[src/rtl/rf_wb_arbiter_pkg.sv]
// Shared constants for the register-file writeback arbiter: requester indices and default sizes.
// Per-requester buses are packed with requester i at bits [i*W +: W], where W is ADDR_W or DATA_W.
package rf_wb_arbiter_pkg;

  localparam int NUM_REQ_DEF = 3;
  localparam int REG_NUM_DEF = 32;
  localparam int ADDR_W_DEF  = 5;
  localparam int DATA_W_DEF  = 32;

  localparam int REQ_ALU = 0;
  localparam int REQ_LSU = 1;
  localparam int REQ_MDU = 2;

endpackage

[src/rtl/rf_wb_arbiter_rr_arbiter.sv]
// Round-robin grant generator: one-hot grant to the first valid requester at or after the pointer.
// Grant is combinational; the pointer moves past the winner whenever advance_i is high.
module rr_arbiter #(
  parameter int N = 3,
  localparam int IDX_W = (N > 1) ? $clog2(N) : 1
) (
  input  logic         clk,
  input  logic         rst_n,
  input  logic [N-1:0] valid_i,
  input  logic         advance_i,
  output logic [N-1:0] grant_o
);

  logic [IDX_W-1:0] ptr_q, ptr_d;
  logic [IDX_W-1:0] win_idx;
  logic             found;

  // Distance i from the pointer picks requester j; first hit wins.
  always_comb begin
    grant_o = '0;
    win_idx = '0;
    found   = 1'b0;
    for (int i = 0; i < N; i++) begin
      for (int j = 0; j < N; j++) begin
        if (!found && valid_i[j] &&
            ((int'(ptr_q) + i == j) || (int'(ptr_q) + i == j + N))) begin
          found      = 1'b1;
          grant_o[j] = 1'b1;
          win_idx    = IDX_W'(j);
        end
      end
    end
  end

  always_comb begin
    ptr_d = ptr_q;
    if (advance_i && found) begin
      ptr_d = (win_idx == IDX_W'(N - 1)) ? '0 : win_idx + IDX_W'(1);
    end
  end

  always_ff @(posedge clk or negedge rst_n) begin
    if (!rst_n) ptr_q <= '0;
    else        ptr_q <= ptr_d;
  end

endmodule

[src/rtl/rf_wb_arbiter.sv]
// Register-file write-port arbiter with per-register pending-write scoreboard for hazard detection.
// Write happens on the handshake edge (0-cycle latency); scoreboard updates are registered.
module rf_wb_arbiter
  import rf_wb_arbiter_pkg::*;
#(
  parameter int NUM_REQ = NUM_REQ_DEF,
  parameter int REG_NUM = REG_NUM_DEF,
  parameter int ADDR_W  = ADDR_W_DEF,
  parameter int DATA_W  = DATA_W_DEF
) (
  input  logic                        clk,
  input  logic                        rst_n,
  input  logic [NUM_REQ-1:0]          req_valid,
  output logic [NUM_REQ-1:0]          req_ready,
  input  logic [NUM_REQ*ADDR_W-1:0]   req_rd,
  input  logic [NUM_REQ*DATA_W-1:0]   req_data,
  output logic                        wr_en,
  output logic [ADDR_W-1:0]           wr_num,
  output logic [DATA_W-1:0]           wr_data,
  input  logic                        issue_en,
  input  logic [ADDR_W-1:0]           issue_rd,
  input  logic [ADDR_W-1:0]           rs1,
  input  logic [ADDR_W-1:0]           rs2,
  output logic                        hazard,
  output logic [REG_NUM-1:0]          busy_vec,
  output logic                        sb_err
);

  logic [NUM_REQ-1:0] gnt;
  logic               hs;
  logic [ADDR_W-1:0]  gnt_rd;
  logic [DATA_W-1:0]  gnt_data;
  logic [REG_NUM-1:0] busy_q, busy_d;
  logic               sb_err_q, sb_err_d;

  rr_arbiter #(.N(NUM_REQ)) u_rr (
    .clk       (clk),
    .rst_n     (rst_n),
    .valid_i   (req_valid),
    .advance_i (hs),
    .grant_o   (gnt)
  );

  // A grant always lands on a valid requester, so any grant is a handshake.
  assign hs = |gnt;

  always_comb begin
    gnt_rd   = '0;
    gnt_data = '0;
    for (int i = 0; i < NUM_REQ; i++) begin
      if (gnt[i]) begin
        gnt_rd   = req_rd[i*ADDR_W +: ADDR_W];
        gnt_data = req_data[i*DATA_W +: DATA_W];
      end
    end
  end

  assign req_ready = rst_n ? gnt : '0;
  assign wr_en     = rst_n & hs & (gnt_rd != '0);
  assign wr_num    = rst_n ? gnt_rd : '0;
  assign wr_data   = rst_n ? gnt_data : '0;

  // Set after clear: an issue to the same register is newer than the retiring write.
  always_comb begin
    busy_d = busy_q;
    if (hs && gnt_rd != '0)          busy_d[gnt_rd]   = 1'b0;
    if (issue_en && issue_rd != '0)  busy_d[issue_rd] = 1'b1;
    busy_d[0] = 1'b0;
  end

  assign hazard   = busy_q[rs1] | busy_q[rs2] | busy_q[issue_rd];
  assign sb_err_d = sb_err_q | (issue_en & hazard);
  assign busy_vec = busy_q;
  assign sb_err   = sb_err_q;

  always_ff @(posedge clk or negedge rst_n) begin
    if (!rst_n) begin
      busy_q   <= '0;
      sb_err_q <= 1'b0;
    end else begin
      busy_q   <= busy_d;
      sb_err_q <= sb_err_d;
    end
  end

endmodule

[config.mk]
export PLATFORM = sky130hd
export DESIGN_NAME = rf_wb_arbiter
export DESIGN_NICKNAME = d
export VERILOG_FILES = /design/src/rtl/rf_wb_arbiter_pkg.sv /design/src/rtl/rf_wb_arbiter_rr_arbiter.sv /design/src/rtl/rf_wb_arbiter.sv
export SDC_FILE = /design/constraint.sdc
export NUM_CORES = 1
export LEC_CHECK = 0
export CAP_MARGIN = 10
export CORE_AREA = 3 3 86 88
export CTS_CLUSTER_SIZE = 8
export DETAILED_ROUTE_END_ITERATION = 7
export DIE_AREA = 0 0 89 91
export DONT_BUFFER_PORTS = 1
export GPL_ROUTABILITY_DRIVEN = 0
export PLACE_DENSITY = 0.69
export SKIP_LAST_GASP = 1
export SYNTH_ARGS = -nofsm -noshare
export SYNTH_HDL_FRONTEND = slang
export SYNTH_SLANG_ARGS = --single-unit
[constraint.sdc]
create_clock -name clk -period 4.65 [get_ports clk]
set_input_delay 0.465 -clock clk [delete_from_list [all_inputs] [get_ports clk]]
set_output_delay 0.465 -clock clk [all_outputs]
set_load 0.03 [all_outputs]
* Word-level counts from Yosys, hierarchy flattened
Index checks and enable logic that the tools add are counted.
Word-level totals: register bits 34, output and inout port bits 75
Operators by class: add/sub/neg operators 3, order comparisons 6, eq/ne operators 14, mux-type cells 47, bitwise operators 9, reduce and logical (&&, ||, !) cells 43
Operators by type and width (number):
- 2-to-1 mux 32 bit | 6
- equality test 32 x 3 -> 1 bit (second input constant) | 4
- equality test 32 x 4 -> 1 bit (second input constant) | 4
- zero test 32 bit | 3
- equality test 32 x 2 -> 1 bit (second input constant) | 2
- bitwise AND 32 bit | 1
- NOT 32 bit | 1
- OR 32 bit | 1
- less-than comparator 5 x 6 -> 1 bit (second input constant) | 4
- 2-to-1 mux 1 bit | 23
- logical AND 1 bit | 22
- 2-to-1 mux 5 bit | 4
- 2-to-1 mux 2 bit | 8
- binary-select mux 1 bit (select 5 bit) | 3
- demux 1 bit (select 5 bit) | 2
- >= comparator 5 x 1 -> 1 bit (second input constant) | 2
- nonzero test 5 bit | 2
- zero test 1 bit | 8
- logical OR 1 bit | 7
- equality test 2 bit (second input constant) | 3
- adder 2 x 1 -> 3 bit (second input constant) | 1
- adder 2 x 2 -> 3 bit (second input constant) | 1
- bitwise AND 1 bit | 3
- 2-to-1 mux 3 bit | 1
- other kinds (4) | 6

* Depth between registers and ports, before layout
Gate-level depths: netlist of run 1.
depth after elaboration 46, depth in mapped cells 9, mapped depth without buffers 7

* Hierarchy
Synthesis of run 1 repeated with hierarchy kept, for this count alone.
Unflattened totals: cell total of the unflattened synthesis 369, area, all modules 3398.3 sq um
By module, submodules not included:
- rf_wb_arbiter | instances 1, cells each 345, area each 3166.8 sq um, sequential area each 800.8 sq um
- rr_arbiter | instances 1, cells each 24, area each 231.5 sq um, sequential area each 50.0 sq um

* Least setup slack after synthesis of run 1
No wires, ideal clock.
path kind register to output, start register u_rr.ptr_q[0], end output port wr_en, data arrival time 2527 ps, slack 1658 ps, stages on the path, launching flop included 9, buffers on the path 1, path through dfrtp_1 > inv_1 > ha_1 > a22o_1 > a211oi_4 > buf_6 > o41a_1 > nor2_2 > a21oi_1
On the way: word-level cells in the longest chain between the ends 39, elaborated cells on any way between the ends 73, those cells by class add/sub (2); eq/ne (13); mux (19); bitwise (2); reduce/logical (37)
RTL lines:
- from (decl) | RTL line rf_wb_arbiter_rr_arbiter.sv:14 | logic [IDX_W-1:0] ptr_q, ptr_d;
- from (signal assigned) | RTL line rf_wb_arbiter_rr_arbiter.sv:44 | else ptr_q <= ptr_d;
- zero test 32 bit / equality test 2 x 1 -> 1 bit (equally long branches) | RTL line rf_wb_arbiter_rr_arbiter.sv:26 | ((int'(ptr_q) + i == j) || (int'(ptr_q) + i == j + N))) begin
- logical OR 1 bit | RTL line rf_wb_arbiter_rr_arbiter.sv:26
- logical AND 1 bit | RTL line rf_wb_arbiter_rr_arbiter.sv:25 | if (!found && valid_i[j] &&
- 2-to-1 mux 1 bit | RTL line rf_wb_arbiter_rr_arbiter.sv:25
- zero test 1 bit | RTL line rf_wb_arbiter_rr_arbiter.sv:25
- logical AND 1 bit (2 in series) | RTL line rf_wb_arbiter_rr_arbiter.sv:25
- 2-to-1 mux 1 bit | RTL line rf_wb_arbiter_rr_arbiter.sv:25
- zero test 1 bit | RTL line rf_wb_arbiter_rr_arbiter.sv:25
- [... 20 more ...]
- logical AND 1 bit (2 in series) | RTL line rf_wb_arbiter_rr_arbiter.sv:25
- 2-to-1 mux 1 bit | RTL line rf_wb_arbiter_rr_arbiter.sv:25
- zero test 1 bit | RTL line rf_wb_arbiter_rr_arbiter.sv:25
- logical AND 1 bit (2 in series) | RTL line rf_wb_arbiter_rr_arbiter.sv:25
- 2-to-1 mux 1 bit | RTL line rf_wb_arbiter_rr_arbiter.sv:25
- 2-to-1 mux 5 bit / OR reduction 3 bit (equally long branches) | RTL line rf_wb_arbiter.sv:51, rf_wb_arbiter.sv:45
- nonzero test 5 bit / bitwise AND 1 bit (equally long branches) | RTL line rf_wb_arbiter.sv:59 | assign wr_en = rst_n & hs & (gnt_rd != '0);
- bitwise AND 1 bit * | RTL line rf_wb_arbiter.sv:59
- to (decl) | RTL line rf_wb_arbiter.sv:17 | output logic wr_en,
Mark *: on every way between the ends. The rest lies on a longest branch, timed or not.

* Worst setup path after layout of run 1
Ends and elaborated chain as after synthesis.

==> results.cfg, run 1 <==
[detailed_routing]
vias = 3895
drt_wl_total_mm = 13.62
drc = 0
ant_nets = 0
drt-pass1-iter-count = 8
avgViaCountPerCell = 7.728
wl_per_cell_um = 27.03
dr.first_iter.drc_count = 424

[grt]
grt_pass1_vias = 3517
grt_remaining_overflow = 0
grt_pass1_wl_mm = 20.09
gr-usage-all-layers_pct = 32.01
grt_max_degree = 43
antenna_found_initial = 0

[placement]
placed_area_sq_mm = 0.003790
place_ws_ps = 924.7
io_buffer_count = 0
dp_hpwl_mm = 10.19

[floorplan]
pin_count = 207
initial_core_util_pct = 56.69
rows = 30
coreArea_sq_mm = 0.006719
die_h_um = 91
die_w_um = 89
dieArea_sq_mm = 0.008099

[setup_path]
slowest_delay_ps = 610
critPathSlowestCell = a21oi_1
path_max_fanout = 33
criticalPathCategory = reg2out
crit_chain = inv_1, ha_1, a22o_1, a211oi_4, buf_4, a221oi_4, o211a_1, a21oi_1
cp_num_buf_inv = 2
critical-path-top-delay-family = compound AO/OA/AOI/OAI gates
end_kind = output pin
startpoint_type = register
critical_path_required_ps = 4180
cp_data_arrival_time_ps = 3570

[yosys]
synth_area_sq_mm = 0.003809
syn_nets = 580
yosys_register_bits = 34
synthCells = 446
ys_types = 64
synth_area_per_cell_sq_um = 8.540
yosysSeqAreaShare_pct = 22.34
async_flop_share_pct = 100.0
synth_warnings = 0
synth_edf_count = 0
synth_ff_type = dfrtp_1

[final_layout]
antennaDiodeCount = 0
design_area_sq_mm = 0.003901
drive_gt1_share_pct = 12.26
fin_nets = 557
utilization_pct = 58.06
syn2layout_area_growth_pct = 2.431

[timing]
hold_violations = 0
fin_ws_ps = 613.8
slew_viol_final = 0
final.setup.tns_ps = 0
finClkSkew_ps = 5.338
tightestPinTransition_ps = 1091
setup_violations = 0
rsz0062_at_grt = false
post-route-period-util_pct = 86.80
max-slew-margin-rel_pct = 27.25
fin_crit_ps = 4036
fmax_mhz = 247.8

[clock_tree]
worstSkewPairLatency_ps = 290
clkTransAtPathRegs_ps = 70
numCtsBuffers = 5
cts-root-buf = clkbuf_8
cts_tree = built
cts_num_sinks = 34
cts-resized-gates = 0
htree_levels = 2
cts_max_path_buffers = 2

[run]
cap_violations = 0

[power_and_ir_drop]
p_leak_uw = 0.001533
ir_drop_mv = 0.4810
power_uw = 2708
power_density_mw_per_mm2 = 694.2

[status]
outcome = finished, final reports clean

[min_path]
min_path_type = in2async
final timing paths:
kind / start / endpoint / slack, ps / cells after the start
max: u_rr.ptr_q[0] / wr_en / 610 / 8
min: rst_n / u_rr.ptr_q[1] / 0.7 / 1
max reg2reg: u_rr.ptr_q[0] / busy_vec[30] / 1590 / 8
min reg2reg: u_rr.ptr_q[1] / u_rr.ptr_q[1] / 520 / 1
max in group asynchronous: rst_n / busy_vec[14] / 4440 / 1
min in group clk: issue_en / sb_err / 340 / 2
layer usage:
layer  GRT usage, %  up-vias  share of wire (%)
li1               -     1689                  -
met1          46.16     1893                 40
met2          46.47      281                 45
met3          11.89       32                 14
met4          5.335        0                1.8
met5              0        -                  0
metrics by stage:
stage / hold WS, ps / std cells
finish: 0.6988 / 504
global route: 14.83 / 504
CTS: 13.66 / 504
detailed placement: 170.5 / 495
global placement: 171.2 / 495
floorplan: 169.4 / 446
timing repair:
item,4_1_cts,5_1_grt
setup buffers,0,0
hold buffers,1,0
endpoints found under the hold margin,34,0
cell usage after synthesis (2+ instances only):
library cell	count	share of area, %
a2111o_1	4	1.2
a2111oi_0	4	0.92
a21o_1	2	0.39
a21oi_1	5	0.66
a221oi_1	3	0.69
a222oi_1	32	8.4
a22o_1	2	0.46
a31o_2	4	0.92
a31oi_1	8	1.3
a32o_1	2	0.53
and2_1	9	1.5
and3_1	11	1.8
and4_1	4	0.92
buf_1	2	0.20
buf_2	9	1.2
clkbuf_1	22	2.2
clkbuf_2	2	0.26
dfrtp_1	34	22
ha_1	2	0.66
inv_1	34	3.4
mux2_2	7	2.1
mux2i_1	12	3.2
mux4_2	11	6.5
nand2_1	36	3.5
nand2b_1	7	1.1
nand3b_1	4	0.79
nand4_1	2	0.33
nor2_1	27	2.7
nor2b_1	43	7.1
nor3_1	8	1.1
nor4_4	4	2.2
o211a_1	4	1.1
o211ai_1	25	4.9
o21ai_0	25	3.3
o22ai_1	2	0.33
o41a_1	4	1.2
o41ai_2	3	1.3
cell type report:
type / count / area, sq um
Fill cell: 588 / 2818
Inverter: 34 / 127.6
Multi-Input combinational cell: 341 / 2666
Clock inverter: 1 / 5.005
Clock buffer: 7 / 86.33
Sequential cell: 34 / 850.8
Timing Repair Buffer: 7 / 65.06
Tap cell: 80 / 100.1
where the power goes:
part / internal (uW) / total (uW) / switching, uW
Combinational: 604 / 1720 / 1120
Clock: 120 / 235 / 115
Sequential: 385 / 752 / 367
Total: 1110 / 2710 / 1600
state kept, by name, indices dropped and copies added, names as in the netlist:
signal and flops:
sb_err 1, u_rr.ptr_q 2, busy_vec 31
kinds of logic (layout without fill, tap and decap cells):
family	Yosys count	count (layout)	synth area share, %
muxes	30	30	11.73
and+or+nand+nor	163	163	24.74
AOI/OAI and AO/OA	145	145	32.79
other	1	1	0.09846
adders and majority gates	2	2	0.6569
buffers and inverters	71	49	7.654
DFF	34	34	22.34
cells in the final DEF, fill, tap and decap left out, drive strengths merged, types with 3 or more instances in the layout:
| cell type | n |
|---|---|
| nor2b | 43 |
| nand2 | 36 |
| inv | 34 |
| dfrtp | 34 |
| a222oi | 32 |
| nor2 | 28 |
| o21ai | 25 |
| o211ai | 25 |
| mux2i | 12 |
| and3 | 11 |
| mux4 | 11 |
| and2 | 9 |
| nor3 | 8 |
| a31oi | 8 |
| nand2b | 7 |
| mux2 | 7 |
| clkbuf | 7 |
| buf | 7 |
| a21oi | 5 |
| a2111oi | 5 |
| a31o | 4 |
| and4 | 4 |
| a2111o | 4 |
| nor4 | 4 |
| o41a | 4 |
| o211a | 4 |
| nand3b | 4 |
| o41ai | 4 |
| a221oi | 4 |
| a211oi | 3 |
(Power assumes the default switching activity.)
==> inputs of run 2 (changes only) <==
--- a/config.mk
+++ b/config.mk
@@ -12,7 +12,7 @@
 export DIE_AREA = 0 0 89 91
 export DONT_BUFFER_PORTS = 1
 export GPL_ROUTABILITY_DRIVEN = 0
-export PLACE_DENSITY = 0.69
+export PLACE_DENSITY = 0.71
 export SKIP_LAST_GASP = 1
 export SYNTH_ARGS = -nofsm -noshare
 export SYNTH_HDL_FRONTEND = slang
==> run 2 against run 1 <==
Critical endpoint is now wr_data[2]; via count increased by 2.4%; first-iteration DRC count increased by 34%; largest cell class unchanged; setup slack improved by 92 ps; die area unchanged; global-route usage increased by 1.4 points; largest power group unchanged.
==> results.cfg, run 2 (synthesis gave the netlist of run 1 again) <==
[power_and_ir_drop]
p_leak_uw = 0.001557
p_int_uw = 1204
power_frac_clock_pct = 12.1
p_sw_share_pct = 57.51
power_density_mw_per_mm2 = 715.9
seq_power_share_pct = 27.3
p_switching_uw = 1629
ir_drop_mv = 0.4905
combinationalPowerShare_pct = 60.6

[floorplan]
die_h_um = 91
coreArea_sq_mm = 0.006719
die_w_um = 89
pin_count = 207
rows = 30
dieArea_sq_mm = 0.008099
initial_core_util_pct = 56.69

[timing]
slew_viol_final = 0
tightestPinTransition_ps = 1121
setup_violations = 0
fmax_mhz = 253.6
finClkSkew_ps = 17.29
post-route-period-util_pct = 84.82
max-slew-margin-rel_pct = 25.29
fin_crit_ps = 3944
final.setup.tns_ps = 0
hold_violations = 0
rsz0062_at_grt = false
hold_slack_ps = 342.7

[detailed_routing]
ant_nets = 0
wl_per_cell_um = 27.93
vias = 3988
drt-pass1-iter-count = 8
drc = 0
dr.first_iter.drc_count = 570
avgViaCountPerCell = 7.897
drt_wl_total_mm = 14.10

[setup_path]
end_kind = output pin
slowest_delay_ps = 910
path_max_fanout = 33
critPathSlowestCell = and2_1
cp_data_arrival_time_ps = 3480
critical-path-top-delay-family = simple AND/OR/NAND/NOR gates
crit_chain = inv_1, ha_1, or2_1, a32o_1, and2_1, a222oi_1, nor2b_1
worstRegToRegCells = 8
worst-r2r-setup-slack_ps = 1440
r2r_end = busy_vec[21]
startpoint_type = register
criticalPathCategory = reg2out
timing.rr.start = u_rr.ptr_q[0]
critical_path_required_ps = 4180
cp_num_buf_inv = 1

[final_layout]
largest_register_ffs = 31
syn2layout_area_growth_pct = 3.909
mostFrequentLayoutCells = nor2b_1, nand2_1, inv_1, dfrtp_1, a222oi_1
nFillCells = 586
seq_area_sq_um = 850.8
drive_gt1_share_pct = 12.47
mostFrequentLayoutCell = nor2b_1
multi_input_area_sq_mm = 0.002666
antennaDiodeCount = 0
fin_nets = 558

[clock_tree]
cts_max_path_buffers = 2
clkTransAtPathRegs_ps = 90
cts_num_sinks = 34
cts_tree = built
postCtsSetupRepairBufs = 0
cts-root-buf = clkbuf_8
numCtsBuffers = 5
worstSkewPairLatency_ps = 300
htree_levels = 2

[grt]
grt_remaining_overflow = 0
grt_pass1_wl_mm = 20.74
grt_max_degree = 43
gr-usage-all-layers_pct = 33.40
antenna_found_initial = 0
grt_pass1_vias = 3689

[min_path]
hp-start = issue_en
min_path_cells = 2
min_to = sb_err
min_path_type = in2reg

[run]
cap_violations = 0

[placement]
dp_hpwl_mm = 10.36
io_buffer_count = 0

[status]
outcome = finished, final reports clean
-- run 2: cell count changes in the layout (fill, tap and decap cells not counted), sizes merged --
cell / before / now
dlygate4sd3: 0 / 1
bufinv: 0 / 2
clkbuf: 7 / 5
-- run 2: layout make-up --
class	count	share of cell area, %
Clock buffer	5	1.739
Clock inverter	3	1.739
Inverter	34	3.225
Multi-Input combinational cell	341	67.37
Sequential cell	34	21.50
Tap cell	80	2.529
Timing Repair Buffer	8	1.897
-- run 2: per-stage QoR --
stage          setup slack [ps]  total power, uW  utilization, %  area [sq um]  cells
2_1_floorplan              1658             2092               -          3809    446
3_3_place_gp               1231             2405           56.41          3790    495
3_5_place_dp               1079             2450           56.41          3790    495
4_1_cts                   721.0             2806           58.90          3958    505
5_1_grt                   379.2             2999           58.90          3958    505
6_report                  706.0             2833           58.90          3958    505
-- run 2: power by group through the flow --
stage | Clock [uW] | Sequential (uW) | Combinational [uW]
3_3_place_gp | 0 | 768 | 1640
6_report | 344 | 772 | 1720
5_1_grt | 357 | 783 | 1860
4_1_cts | 345 | 762 | 1700
3_5_place_dp | 0 | 769 | 1680
2_1_floorplan | 0 | 661 | 1430
-- run 2: what timing repair did --
item                                   4_1_cts  5_1_grt
resized for setup                            0        0
hold buffers                                 2        0
endpoints found under the hold margin       34        0
-- run 2: routing by layer --
layer	global-route usage (%)	routed length [um]	share of wire, %	vias to the layer above
met5	0	0	0	-
met1	48.14	5655	40	1923
li1	-	-	-	1692
met3	9.528	1810	13	39
met2	48.14	6218	44	334
met4	10.42	418	3.0	0
-- run 2: how the worst max path moves through the flow --
stage	slack [ps]	endpoint	cells after the start	from
after floorplan	1660	wr_en	8	u_rr.ptr_q[0]
after global placement	1230	wr_en	7	u_rr.ptr_q[0]
final	710	wr_data[2]	7	u_rr.ptr_q[0]
after detailed placement	1080	wr_data[31]	7	u_rr.ptr_q[0]
after CTS	720	wr_data[31]	7	u_rr.ptr_q[0]
after global routing	380	wr_data[31]	7	u_rr.ptr_q[0]
